<file path="src/rtl/mio_pkg.sv">
// Shared types and constants for the memory/IO bus bridge.
package mio_pkg;

  typedef enum logic [1:0] {
    IDLE   = 2'd0,
    ACCESS = 2'd1,
    DONE   = 2'd2
  } mio_state_t;

  localparam logic [3:0] REGION_RAM  = 4'h0;
  localparam logic [3:0] REGION_IO_E = 4'hE;
  localparam logic [3:0] REGION_IO_F = 4'hF;

  typedef enum logic [1:0] {
    TGT_RAM  = 2'd0,
    TGT_IO   = 2'd1,
    TGT_NONE = 2'd2
  } mio_tgt_t;

endpackage

</file>
<file path="src/rtl/mio_addr_decode.sv">
// Region decode: maps the top address nibble to a bus target.
// With MIO_BUS_ERR_EN defined only region 0 is RAM and the rest of the
// non-IO space is unmapped; otherwise all non-IO space aliases into RAM.
module mio_addr_decode
  import mio_pkg::*;
(
  input  logic [3:0] region,
  output mio_tgt_t   tgt
);

  // Combinational region-to-target lookup
  always_comb begin
    tgt = TGT_RAM;
    unique case (region)
      REGION_IO_E, REGION_IO_F: tgt = TGT_IO;
`ifdef MIO_BUS_ERR_EN
      REGION_RAM:               tgt = TGT_RAM;
      default:                  tgt = TGT_NONE;
`else
      default:                  tgt = TGT_RAM;
`endif
    endcase
  end

endmodule

</file>
<file path="src/rtl/mio_bus_bridge.sv">
// Memory/IO bus bridge between the CPU core request port and block RAM /
// peripheral registers. Optional macro MIO_BUS_ERR_EN adds a bus_err output
// and reports accesses outside RAM region 0 and the IO window as errors.
//
// state  | meaning
// IDLE   | waiting for cpu_req; accepts and latches the request
// ACCESS | target strobed; cnt counts down remaining access cycles
// DONE   | mio_ready pulse, read data valid on cpu_rdata
module mio_bus_bridge
  import mio_pkg::*;
#(
  parameter int RAM_AW  = 10,
  parameter int RAM_LAT = 2,
  parameter int IO_AW   = 4
) (
  input  logic              clk,
  input  logic              reset,
  input  logic              cpu_req,
  input  logic              cpu_we,
  input  logic [31:0]       cpu_addr,
  input  logic [31:0]       cpu_wdata,
  output logic [31:0]       cpu_rdata,
  output logic              mio_ready,
`ifdef MIO_BUS_ERR_EN
  output logic              bus_err,
`endif
  output logic              ram_en,
  output logic              ram_we,
  output logic [RAM_AW-1:0] ram_addr,
  output logic [31:0]       ram_wdata,
  input  logic [31:0]       ram_rdata,
  output logic              io_en,
  output logic              io_we,
  output logic [IO_AW-1:0]  io_addr,
  output logic [31:0]       io_wdata,
  input  logic [31:0]       io_rdata
);

  localparam logic [3:0] RAM_CNT_INIT = 4'(RAM_LAT - 1);

  mio_state_t state;
  mio_tgt_t   tgt_dec;
  mio_tgt_t   tgt_q;
  logic       we_q;
  logic [3:0] cnt;

  // Byte-lane and aliased upper address bits are don't-care for word targets.
  logic unused_addr;
  assign unused_addr = ^cpu_addr;

  mio_addr_decode u_decode (
    .region (cpu_addr[31:28]),
    .tgt    (tgt_dec)
  );

  // Request sequencing; strobes, address/data and completion are registered.
  always_ff @(posedge clk) begin
    if (reset) begin
      state     <= IDLE;
      tgt_q     <= TGT_RAM;
      we_q      <= 1'b0;
      cnt       <= 4'd0;
      cpu_rdata <= 32'h0;
      mio_ready <= 1'b0;
`ifdef MIO_BUS_ERR_EN
      bus_err   <= 1'b0;
`endif
      ram_en    <= 1'b0;
      ram_we    <= 1'b0;
      ram_addr  <= '0;
      ram_wdata <= 32'h0;
      io_en     <= 1'b0;
      io_we     <= 1'b0;
      io_addr   <= '0;
      io_wdata  <= 32'h0;
    end else begin
      mio_ready <= 1'b0;
`ifdef MIO_BUS_ERR_EN
      bus_err   <= 1'b0;
`endif
      unique case (state)
        IDLE: begin
          if (cpu_req) begin
            state <= ACCESS;
            tgt_q <= tgt_dec;
            we_q  <= cpu_we;
            cnt   <= 4'd0;
            unique case (tgt_dec)
              TGT_RAM: begin
                ram_en    <= 1'b1;
                ram_we    <= cpu_we;
                ram_addr  <= cpu_addr[RAM_AW+1:2];
                ram_wdata <= cpu_wdata;
                cnt       <= RAM_CNT_INIT;
              end
              TGT_IO: begin
                io_en    <= 1'b1;
                io_we    <= cpu_we;
                io_addr  <= cpu_addr[IO_AW+1:2];
                io_wdata <= cpu_wdata;
              end
              default: ;
            endcase
          end
        end
        ACCESS: begin
          // Write strobe is a single pulse in the first access cycle.
          ram_we <= 1'b0;
          io_we  <= 1'b0;
          if (cnt == 4'd0) begin
            ram_en    <= 1'b0;
            io_en     <= 1'b0;
            mio_ready <= 1'b1;
            state     <= DONE;
            if (!we_q) begin
              unique case (tgt_q)
                TGT_RAM: cpu_rdata <= ram_rdata;
                TGT_IO:  cpu_rdata <= io_rdata;
                default: cpu_rdata <= 32'h0;
              endcase
            end
`ifdef MIO_BUS_ERR_EN
            if (tgt_q == TGT_NONE) bus_err <= 1'b1;
`endif
          end else begin
            cnt <= cnt - 4'd1;
          end
        end
        DONE:    state <= IDLE;
        default: state <= IDLE;
      endcase
    end
  end

endmodule

</file>
<file path="config.mk">
export PLATFORM = sky130hd
export DESIGN_NAME = mio_bus_bridge
export DESIGN_NICKNAME = d
export VERILOG_FILES = /design/src/rtl/mio_pkg.sv /design/src/rtl/mio_addr_decode.sv /design/src/rtl/mio_bus_bridge.sv
export SDC_FILE = /design/constraint.sdc
export NUM_CORES = 1
export LEC_CHECK = 0
export CORE_MARGIN = 10
export CORE_UTILIZATION = 37
export CTS_CLUSTER_DIAMETER = 60
export DETAILED_ROUTE_END_ITERATION = 16
export PLACE_DENSITY_LB_ADDON = 0.3
export SLEW_MARGIN = 10
export SYNTH_ARGS = -nofsm -noshare
export SYNTH_HDL_FRONTEND = slang
export SYNTH_SLANG_ARGS = --single-unit
</file>
<file path="constraint.sdc">
create_clock -name clk -period 1.95 [get_ports clk]
set_input_delay 0.39 -clock clk [delete_from_list [all_inputs] [get_ports clk]]
set_output_delay 0.39 -clock clk [all_outputs]
set_load 0.01 [all_outputs]
</file>
==> Word-level counts from Yosys, hierarchy flattened <==
Cells that the tools add are included.
{ "op_classes": {"add_sub_neg": 1, "multipliers": 0, "n_eq_ne": 10, "muxes": 23, "n_shift": 0, "bitwise_logic": 2, "order_cmp": 0, "reduce_logical": 17, "div": 0} }
{ "op_table": {"columns": ["cell", "n"], "rows": [
  ["one-hot mux 32 bit (2 select lines)", 1],
  ["AND reduction 3 bit", 6],
  ["two-way mux 1 bit", 12],
  ["equality test 4 bit, second input constant", 2],
  ["two-way mux 4 bit", 2],
  ["one-hot mux 1 bit (2 select lines)", 4],
  ["one-hot mux 4 bit (2 select lines)", 1],
  ["AND reduction 4 bit", 2],
  ["equality test 2 x 1 -> 1 bit, second input constant", 3],
  ["logical NOT 2 bit", 3],
  ["inequality test 2 bit, second input constant", 3],
  ["logical NOT 4 bit", 1],
  ["two-way mux 2 bit", 2],
  ["inequality test 2 x 1 -> 1 bit, second input constant", 2],
  ["one-hot mux 2 bit (2 select lines)", 1],
  ["AND reduction 2 bit", 2],
  ["OR reduction 2 bit", 2],
  ["subtractor 4 x 1 -> 4 bit, second input constant", 1],
  ["inverter 1 bit", 2],
  ["nonzero test 2 bit", 1]
]} }
{ "word_totals": {"mem_count": 0, "rom_bits": 0, "inputBits": 132, "latch_bits": 0, "mem_bits_rw": 0, "ff_bits": 124, "word_cells": 67, "out_inout_bits": 115} }

==> Depth between registers and ports, before layout <==
{ "logic_depth": {"depth_word": 7, "mapped_depth": 8, "mapped_depth_nobuf": 5} }

==> Modules after synthesis <==
From an unflattened synthesis, not the netlist that was laid out.
{ "unflattened": {"hier_cells": 622, "hier_area_um2": 5267.6} }
{ "by_module_without_submodules": {"columns": ["module", "area_per_inst_um2", "instances", "seq_area_each_um2", "cells_per_inst"], "rows": [
  ["mio_bus_bridge", 5250.0, 1, 2482.4, 619],
  ["mio_addr_decode", 17.5, 1, 0.0, 3]
]} }

==> Least setup slack after synthesis <==
No wires, ideal clock.
{ "synth_path": {"path_type": "register to register", "from": "reg cnt[0]", "to": "reg cpu_rdata[24]", "path_buffers": 3, "t_required_ns": 1.864, "setup_time_ns": 0.086, "t_arrival_ns": 1.768, "path_slack_ns": 0.097, "period_less_slack_ns": 1.853, "path_stages_with_launch": 9, "path_cell_list": "dfxtp_1 > inv_1 > ha_1 > or3b_1 > buf_6 > or3_1 > buf_6 > buf_6 > a211oi_1"} }
{ "synth_via": {"elab_chain_len": 2} }
{ "synth_lines": {"columns": ["item", "line", "rtl"], "rows": [
  ["from (decl)", "mio_bus_bridge.sv:45", "logic [3:0] cnt;"],
  ["from (signal assigned)", "mio_bus_bridge.sv:126", "cnt <= cnt - 4'd1;"],
  ["logical NOT 4 bit", "mio_bus_bridge.sv:110", "if (cnt == 4'd0) begin"],
  ["AND reduction 3 bit (no source line)", null, null],
  ["to (signal assigned)", "mio_bus_bridge.sv:117", "TGT_RAM: cpu_rdata <= ram_rdata;"],
  ["to (signal assigned)", "mio_bus_bridge.sv:118", "TGT_IO: cpu_rdata <= io_rdata;"],
  ["to (decl)", "mio_bus_bridge.sv:22", "output logic [31:0] cpu_rdata,"]
]} }
Every way passes these cells.
A chain may end at the register's enable or synchronous reset.

==> Worst setup path in the final report <==
{ "layout_path": {"from": "reg cnt[0]", "to": "reg cpu_rdata[8]"} }
The elaborated chain is that of the path after synthesis.

==> impl_metrics.py <==
metrics = {
    "route": {
        "wire_per_inst_um": 18.2,
        "antenna_left": 0,
        "drtIter0Drc": 257,
        "drt_first_pass_iters": 5,
        "drc_errors": 0,
        "drt-total-wl_um": 18000,
        "num_vias": 5262,
        "avgViaCountPerCell": 5.29,
    },
    "sta": {
        "setup_viol": 0,
        "tns_ns": 0,
        "fin_ws_ns": 0.107,
        "fin_worst_skew_ns": 0.00602,
        "drv_slew": 0,
        "whs_ns": 0.454,
        "final.min_clock_period_ns": 1.84,
        "fmax_ghz": 0.543,
        "worst_pin_slew_ns": 0.512,
        "period_share_pct": 94.5,
        "relSlewSlack_pct": 65.9,
        "finalHoldViolCount": 0,
        "rsz0062_at_grt": "true",
    },
    "final_layout": {
        "drive_gt1_share_pct": 11.5,
        "syn_to_final_growth_pct": 61.8,
        "utilization_pct": 60.8,
        "num_antenna_cells": 0,
        "layoutNonFillerInstCount": 994,
        "final_nets": 935,
        "stdcell_area_mm2": 0.00838,
    },
    "clock_tree": {
        "cts_hold_buf": 0,
        "clk_pin_slew_ns": 0.05,
        "insertion_delay_ns": 0.41,
        "cts.path.max_buffers": 2,
        "htreeDepth": 4,
        "clock_sinks": 123,
        "ctsRootBufferMaster": "clkbuf_16",
        "tritoncts": "built",
        "numCtsBuffers": 17,
    },
    "placement": {
        "routabilityCongestion": 0.845,
        "postPlaceCellArea_mm2": 0.00762,
        "port_buffers": 227,
        "place_inst": 962,
        "dp_worst_setup_slack_ns": -0.0982,
        "hpwl_um": 12700,
    },
    "global_route": {
        "busiest_layer": "met2",
        "grtUsageMet3_pct": 6.95,
        "antenna_found_initial": 0,
        "grt_pass1_wl_um": 28400,
        "grt-ovfl-total": 0,
        "gr-usage-met2_pct": 30.1,
        "grtUsageTotal_pct": 18.0,
        "use_met1_pct": 20.1,
        "grt_max_degree": 81,
        "grt_pass1_vias": 5200,
    },
    "critical_path": {
        "cp-start-kind": "flip-flop",
        "rr_worst_depth": 6,
        "r2r-end": "cpu_rdata[8]",
        "crit_path_end_kind": "flip-flop",
        "cp.arrival_ns": 2.17,
        "crit_fanout": 19,
        "timing_worst_setup_path_type": "reg -> reg",
        "reg2reg_from": "cnt[0]",
        "rrSetupSlack_ns": 0.11,
        "worstPathRequired_ns": 2.27,
    },
    "yosys": {
        "synthTopCellsByArea": "dfxtp_1 48%, a21oi_1 8.1%, o21ai_0 8.0%, nand3_1 7.8%, mux2_2 7.0%",
        "netlist_area_mm2": 0.00518,
        "synth_warnings": 0,
        "syn_avg_cell_area_um2": 8.53,
        "synth_seq_area_share_pct": 47.6,
        "ys_types": 30,
        "ys_ff_latch": 123,
        "async_flop_share_pct": 0,
        "synth_edf_count": 0,
        "synthesis.instances": 607,
        "synth_ff_type": "dfxtp_1",
        "syn-num-nets": 741,
        "yosys.area.top_type_share_pct": 47.6,
        "yosysMostFrequentCell": "dfxtp_1",
        "yosysTopAreaCell": "dfxtp_1",
        "ys_top_cells_by_count": "123 x dfxtp_1, 84 x a21oi_1, 83 x o21ai_0",
    },
    "power_and_ir_drop": {
        "p_leak_nw": 2.84,
        "max-vdd-ir-drop_mv": 0.525,
        "finalPower_mw": 8.57,
        "power_density_mw_per_mm2": 1020,
    },
    "floorplan": {
        "die_x_um": 138,
        "coreArea_mm2": 0.0138,
        "dieArea_mm2": 0.0191,
        "die_h_um": 138,
        "design.portCount": 247,
        "initial_core_util_pct": 37.6,
        "num_rows": 43,
    },
    "worst_hold_path": {
        "hold_path_class": "reg -> reg",
        "holdPathEnd": "cpu_rdata[18]",
        "hold_start": "cpu_rdata[18]",
        "whs_path_depth": 2,
    },
    "job": {
        "drv_cap": 0,
    },
    "status": {
        "outcome": "completed",
    },
}
metal layers:
metal / vias to the layer above / share of wire, % / wire length (um)
met5: - / 0 / 0
met4: 0 / 1.7 / 303
met3: 23 / 6.9 / 1240
met2: 161 / 50 / 8970
met1: 2500 / 42 / 7530
li1: 2578 / - / -
where the power goes:
group	internal, mW	switching, mW
Clock	2.62	1.13
Combinational	0.943	0.969
Sequential	2.77	0.135
Total	6.34	2.23
cell usage in the layout, fill, tap and decap left out, types with 2 or more instances in the layout:
cell | Yosys | layout
clkdlybuf4s50_1 | 0 | 226
dfxtp_1 | 123 | 123
a21oi_1 | 84 | 84
o21ai_0 | 83 | 83
nand3_1 | 81 | 80
inv_1 | 37 | 37
mux2_2 | 32 | 32
nor4_1 | 32 | 30
a211oi_1 | 34 | 28
clkbuf_16 | 0 | 17
buf_4 | 0 | 9
buf_12 | 0 | 9
nand2_1 | 7 | 7
bufinv_16 | 0 | 7
a211oi_2 | 0 | 6
nor3_1 | 3 | 3
or4_1 | 3 | 3
clkinvlp_4 | 0 | 3
clkbuf_8 | 0 | 3
or3_1 | 2 | 2
nor4_2 | 0 | 2
ha_1 | 2 | 2
critical path, cell delays in order (launching register included):
cell	delay (ns)
dfxtp_1	0.33
inv_1	0.08
ha_1	0.15
or3b_1	0.35
or3_1	0.34
buf_4	0.22
a211oi_1	0.26
state kept, by name, summed over array words and instances, names as in the netlist:
register   count
cpu_rdata     32
io_wdata      32
ram_wdata     32
ram_addr      10
cnt            4
io_addr        4
state          2
io_en          1
io_we          1
mio_ready      1
ram_en         1
ram_we         1
tgt_q          1
we_q           1
what timing repair did:
action                                  4_1_cts  5_1_grt
hold endpoints to repair                      0        0
setup buffers                                 0        0
resized for setup                             0        8
endpoints found under the setup margin        0       15
area by class of cell:
class,instances,area [um2]
Clock buffer,21,470
Clock inverter,11,238
Fill cell,1169,5400
Inverter,37,139
Multi-Input combinational cell,378,2330
Sequential cell,123,2460
Tap cell,180,225
Timing Repair Buffer,244,2510
logic make-up (layout without fill, tap and decap cells):
group	after synthesis	count (layout)	share of synthesized area, %
AO/OA/AOI/OAI	207	207	22.0
multiplexers	33	33	7.16
adder cells (fa/ha/maj)	2	2	0.483
buffers and inverters	106	313	8.44
AND/OR/NAND/NOR	136	136	14.4
flip-flops	123	123	47.6
worst max-delay path by stage:
stage	start	endpoint	slack (ns)
4_1_cts	cnt[0]	cpu_rdata[21]	0.06
5_1_grt	cnt[0]	cpu_rdata[8]	-0.04
3_3_place_gp	cpu_req	ram_wdata[4]	-0.002
3_5_place_dp	cpu_req	io_wdata[28]	-0.1
2_1_floorplan	cnt[0]	cpu_rdata[24]	0.1
6_report	cnt[0]	cpu_rdata[8]	0.11
Note: power is estimated with default switching activity, not from simulation.
==> patch 1: new RTL, config.mk and constraints unchanged <==
The parameter `RAM_AW` goes from 10 to 11.
--- a/src/rtl/mio_bus_bridge.sv
+++ b/src/rtl/mio_bus_bridge.sv
@@ -10,5 +10,5 @@
   import mio_pkg::*;
 #(
-  parameter int RAM_AW  = 10,
+  parameter int RAM_AW  = 11,
   parameter int RAM_LAT = 2,
   parameter int IO_AW   = 4
Ports: changed (resized ram_addr); port bits go from 247 to 248. No check against the original RTL was run, so the function may have changed too.
==> patch 1 against the original RTL <==
Sequential cell count rose by 1; area after synthesis rose by 3.4%; first-iteration DRC count rose by 8.9%; total power fell by 5.9%; via count rose by 1.8%; fmax fell by 1.0%; largest power group unchanged; cell count rose by 0.91%; die area rose by 2.9%; count of clock-buffer cells in the layout rose by 3; worst setup slack got worse by 0.019 ns; design area rose by 1.4%; routed wire length rose by 4.7%.
==> patch 1: results (changes against the original RTL) <==
[status]
outcome = finished, final reports clean

[placement]
dp_hpwl_um = 13500  ; +6.4%
globalplace.congestion = 0.778  ; -8.0%
portBuffers = 229  ; +0.88%

[power_and_ir_drop]
vdd_drop_max_v = 0.000530  ; +0.97%
leakage_nw = 2.87  ; +1.0%
p_switching_mw = 2.29  ; +2.5%

[synthesis]
syn-num-nets = 745  ; +0.54%
synth_fa_ha_area_share_pct = 0.468  ; -0.016 points
yosysUniqueCellTypes = 33  ; +10%
synth_compound_area_share_pct = 24.3  ; +2.3 points
muxShareOfSynthArea_pct = 6.92  ; -0.23 points
synth_commonest_cells = dfxtp_1 (124), a21oi_1 (85), nand3_1 (82), o21ai_1 (81), clkbuf_1 (50)
synth.area.top_cells = dfxtp_1 (46%), a21oi_1 (8.0%), nand3_1 (7.7%)

[finish]
nFillCells = 1189  ; +1.7%
final_nets = 946  ; +1.2%
layout-drive-gt1-share_pct = 14.3  ; +2.8 points

[timing]
whs_ns = 0.401  ; -0.0526 ns
fin_skew_ns = 0.00732  ; +0.00130 ns
slew_headroom_pct = 71.6  ; +5.7 points

[hold_path]
hold_path_class = primary input to register
min_to = tgt_q[0]

[grt]
grt_pass1_wl_um = 29400  ; +3.7%
grt_usage_pct = 18.4  ; +0.41 points
grt_pass1_vias = 5254  ; +1.0%

[routing]
vias = 5356  ; +1.8%
post_drt_wl_per_cell_um = 18.8  ; +3.7%
drt_iter0_drc = 280  ; +8.9%

[critical_path]
worst-r2r-setup-slack_ns = 0.09  ; -0.02 ns
r2r_end = cpu_rdata[23]
cp_max_fo = 32  ; +13

[cts]
root_buffer = clkbuf_16

patch 1: cell types whose count changed after synthesis, moves of 2 or more:
cell,unedited run,this run
o21ai_1,0,81
o21ai_0,83,3
a211oi_1,34,4
a211oi_2,0,30
clkbuf_1,59,50
buf_1,4,12
buf_2,1,4
buf_6,5,3
patch 1: power groups by stage:
stage | Sequential, mW | Combinational [mW] | Clock [mW]
final | 2.94 | 2.10 | 3.02
after detailed placement | 2.99 | 2.11 | 0
after global routing | 2.97 | 2.27 | 3.22
after CTS | 2.94 | 2.12 | 3.09
after floorplan | 3.07 | 0.959 | 0
after global placement | 2.97 | 2.06 | 0
patch 1: worst max path at each step:
stage / start / to / slack (ns) / cells after the start
2_1_floorplan: cnt[0] / cpu_rdata[0] / 0.09 / 8
3_3_place_gp: cpu_req / ram_wdata[24] / 0.05 / 5
3_5_place_dp: cpu_req / io_wdata[10] / -0.02 / 5
4_1_cts: cnt[0] / cpu_rdata[25] / 0.09 / 6
5_1_grt: cnt[0] / cpu_rdata[31] / 0.008 / 6
6_report: cnt[0] / cpu_rdata[23] / 0.09 / 6
patch 1: cells by family (layout without fill, tap and decap cells):
group / after synthesis / count (layout)
muxes: 33 / 33
AOI/OAI and AO/OA: 209 / 209
adders and majority gates: 2 / 2
DFF: 124 / 124
and+or+nand+nor: 137 / 137
buffers and inverters: 106 / 318
patch 1: cell type report:
cell class / instances / area share (%)
inverters: 37 / 1.64
clock inverters: 6 / 0.707
flip-flops and latches: 124 / 29.2
clock buffers: 24 / 6.03
repair buffers: 251 / 30.8
multi-input cells: 381 / 28.9
well taps: 180 / 2.65
patch 1: per-layer routing:
metal  track usage [%]  vias to the layer above  wire length (um)
met2              29.4                      209              9240
met3              8.49                       24              1720
met5                 0                        -                 0
li1                  -                     2611                 -
met4              5.76                        0               235
met1              21.3                     2512              7700
patch 1: per-stage QoR:
step / util, % / setup WS [ns] / instances / setup TNS, ns / area [um^2]
final: 60.5 / 0.0874 / 1003 / 0 / 8490
after global placement: 56.4 / 0.0515 / 973 / 0 / 7920
after CTS: 60.5 / 0.0943 / 1003 / 0 / 8490
after floorplan: - / 0.0910 / 611 / 0 / 5350
after detailed placement: 56.4 / -0.0242 / 973 / -0.0419 / 7920
after global routing: 60.5 / 0.00833 / 1003 / 0 / 8490
==> patch 2: new RTL, same flow settings <==
Made on the original files. The 3 values of `mio_tgt_t` get a one-hot encoding in 3 bits.
--- a/src/rtl/mio_pkg.sv
+++ b/src/rtl/mio_pkg.sv
@@ -12,8 +12,8 @@
   localparam logic [3:0] REGION_IO_F = 4'hF;
 
-  typedef enum logic [1:0] {
-    TGT_RAM  = 2'd0,
-    TGT_IO   = 2'd1,
-    TGT_NONE = 2'd2
+  typedef enum logic [2:0] {
+    TGT_RAM  = 3'b001,
+    TGT_IO   = 3'b010,
+    TGT_NONE = 3'b100
   } mio_tgt_t;
 
Function: no difference found for any inputs over 4 cycles, from zero or initial values and one cycle with reset high; so few cycles prove little.
==> patch 2 against the original RTL <==
Highest routed layer unchanged; clock power decreased by 26%; first-iteration DRC count increased by 2.7%; critical path type unchanged; total power decreased by 16%; utilization decreased by 1.5 points; largest power group is now registers; area after synthesis decreased by 0.17%; routed wire length decreased by 0.84%; sequential cell count increased by 1; worst setup slack improved by 0.046 ns; design area decreased by 2.4%; cell count increased by 1.1%; via count increased by 0.59%.
==> patch 2: results (changes against the original RTL) <==
[routing]
dr.pass1.iters = 7  ; +2
avgViaCountPerCell = 5.27  ; -0.51%
drt_wl_total_um = 17900  ; -0.84%
drt_iter0_drc = 264  ; +2.7%

[finish]
nFillCells = 1181  ; +1.0%
final_nets = 948  ; +1.4%
layout-drive-gt1-share_pct = 7.16  ; -4.4 points

[critical_path]
cp_max_fo = 16  ; -3
worst_ep_arrival_time_ns = 2.09  ; -0.08 ns
cpPeakStageDelay_ns = 0.41  ; +0.06 ns
cp_slowest_cell = or3b_4

[grt]
grt_usage_pct = 17.6  ; -0.34 points
antenna_found_initial = 1  ; +1
grt_pass1_vias = 5012  ; -3.6%

[placement]
dp_hpwl_um = 12800  ; +0.85%
globalplace.congestion = 0.923  ; +9.3%
place_ws_ns = -0.0891  ; +0.00915 ns

[status]
outcome = finished, final reports clean

[synthesis]
yosysSeqAreaShare_pct = 48.0  ; +0.47 points
synth_commonest_cells = dfxtp_1 (124), o21ai_0 (83), a21oi_1 (82), nand3_1 (81), nand2_1 (69)
synth.area.top_cells = dfxtp_1 (48%), o21ai_0 (8.0%), a21oi_1 (7.9%)
async_reset_ff_share_pct = 0  ; unchanged
syn-num-nets = 742  ; +0.13%
yosysUniqueCellTypes = 33  ; +10%

[timing]
fmax_mhz = 556  ; +2.6%
fin_skew_ns = 0.00749  ; +0.00146 ns
worst_pin_slew_ns = 0.608  ; +0.0958 ns

[cts]
cts_setup_buffers = 0  ; unchanged

[hold_path]
min-delay-start = cpu_rdata[10]
hold_path_class = register to register

[power_and_ir_drop]
vdd_drop_max_v = 0.000600  ; +14%
leakage_nw = 3.16  ; +11%

-- patch 2: changes by cell type in the layout (fill, tap and decap cells not counted), sizes merged, moves of 2 or more --
cell	before	now
a21oi	84	82
ha	2	4
clkbuf	21	25
inv	37	6
a22o	0	32
nor4	32	0
a211oi	34	2
mux2	32	0
mux2i	1	33
bufinv	7	0
nor2	1	5
buf	18	21
clkinv	1	6
nand2	7	69
-- patch 2: final timing paths --
check	endpoint	slack [ns]
max	cpu_rdata[4]	0.15
min	cpu_rdata[10]	0.46
max reg2reg	cpu_rdata[4]	0.15
min reg2reg	cpu_rdata[10]	0.46
-- patch 2: cell type report --
| class | instances | area share (%) |
|---|---|---|
| clock inverters | 7 | 0.490 |
| multi-input cells | 414 | 29.2 |
| well taps | 180 | 2.76 |
| inverters | 7 | 0.322 |
| clock buffers | 24 | 6.02 |
| repair buffers | 248 | 30.8 |
| flip-flops and latches | 124 | 30.4 |
| diodes | 1 | 0.0306 |
-- patch 2: cells by family after synthesis --
logic type,synth area share (%)
mux,6.39
fa+ha+maj,0.969
buf+inv,6.20
flops,48.0
simple gates,15.4
compound gates,23.0
-- patch 2: metal layers --
metal | vias up | GRT usage (%) | routed length (um)
met5 | - | 0 | 0
met4 | 0 | 7.66 | 350
met3 | 19 | 6.06 | 1240
met2 | 186 | 29.1 | 9070
met1 | 2516 | 20.2 | 7240
li1 | 2572 | - | -
-- patch 2: report_power, final --
group / total [mW] / internal, mW / switching [mW]
Combinational: 1.61 / 0.848 / 0.763
Sequential: 2.84 / 2.73 / 0.107
Clock: 2.79 / 1.74 / 1.05
-- patch 2: through the flow --
step	cells	power, mW	instance area (um^2)
global placement	972	4.42	7610
CTS	1003	7.29	8140
finish	1005	7.24	8170
floorplan	606	3.69	5170
detailed placement	972	4.47	7610
global route	1005	7.57	8170
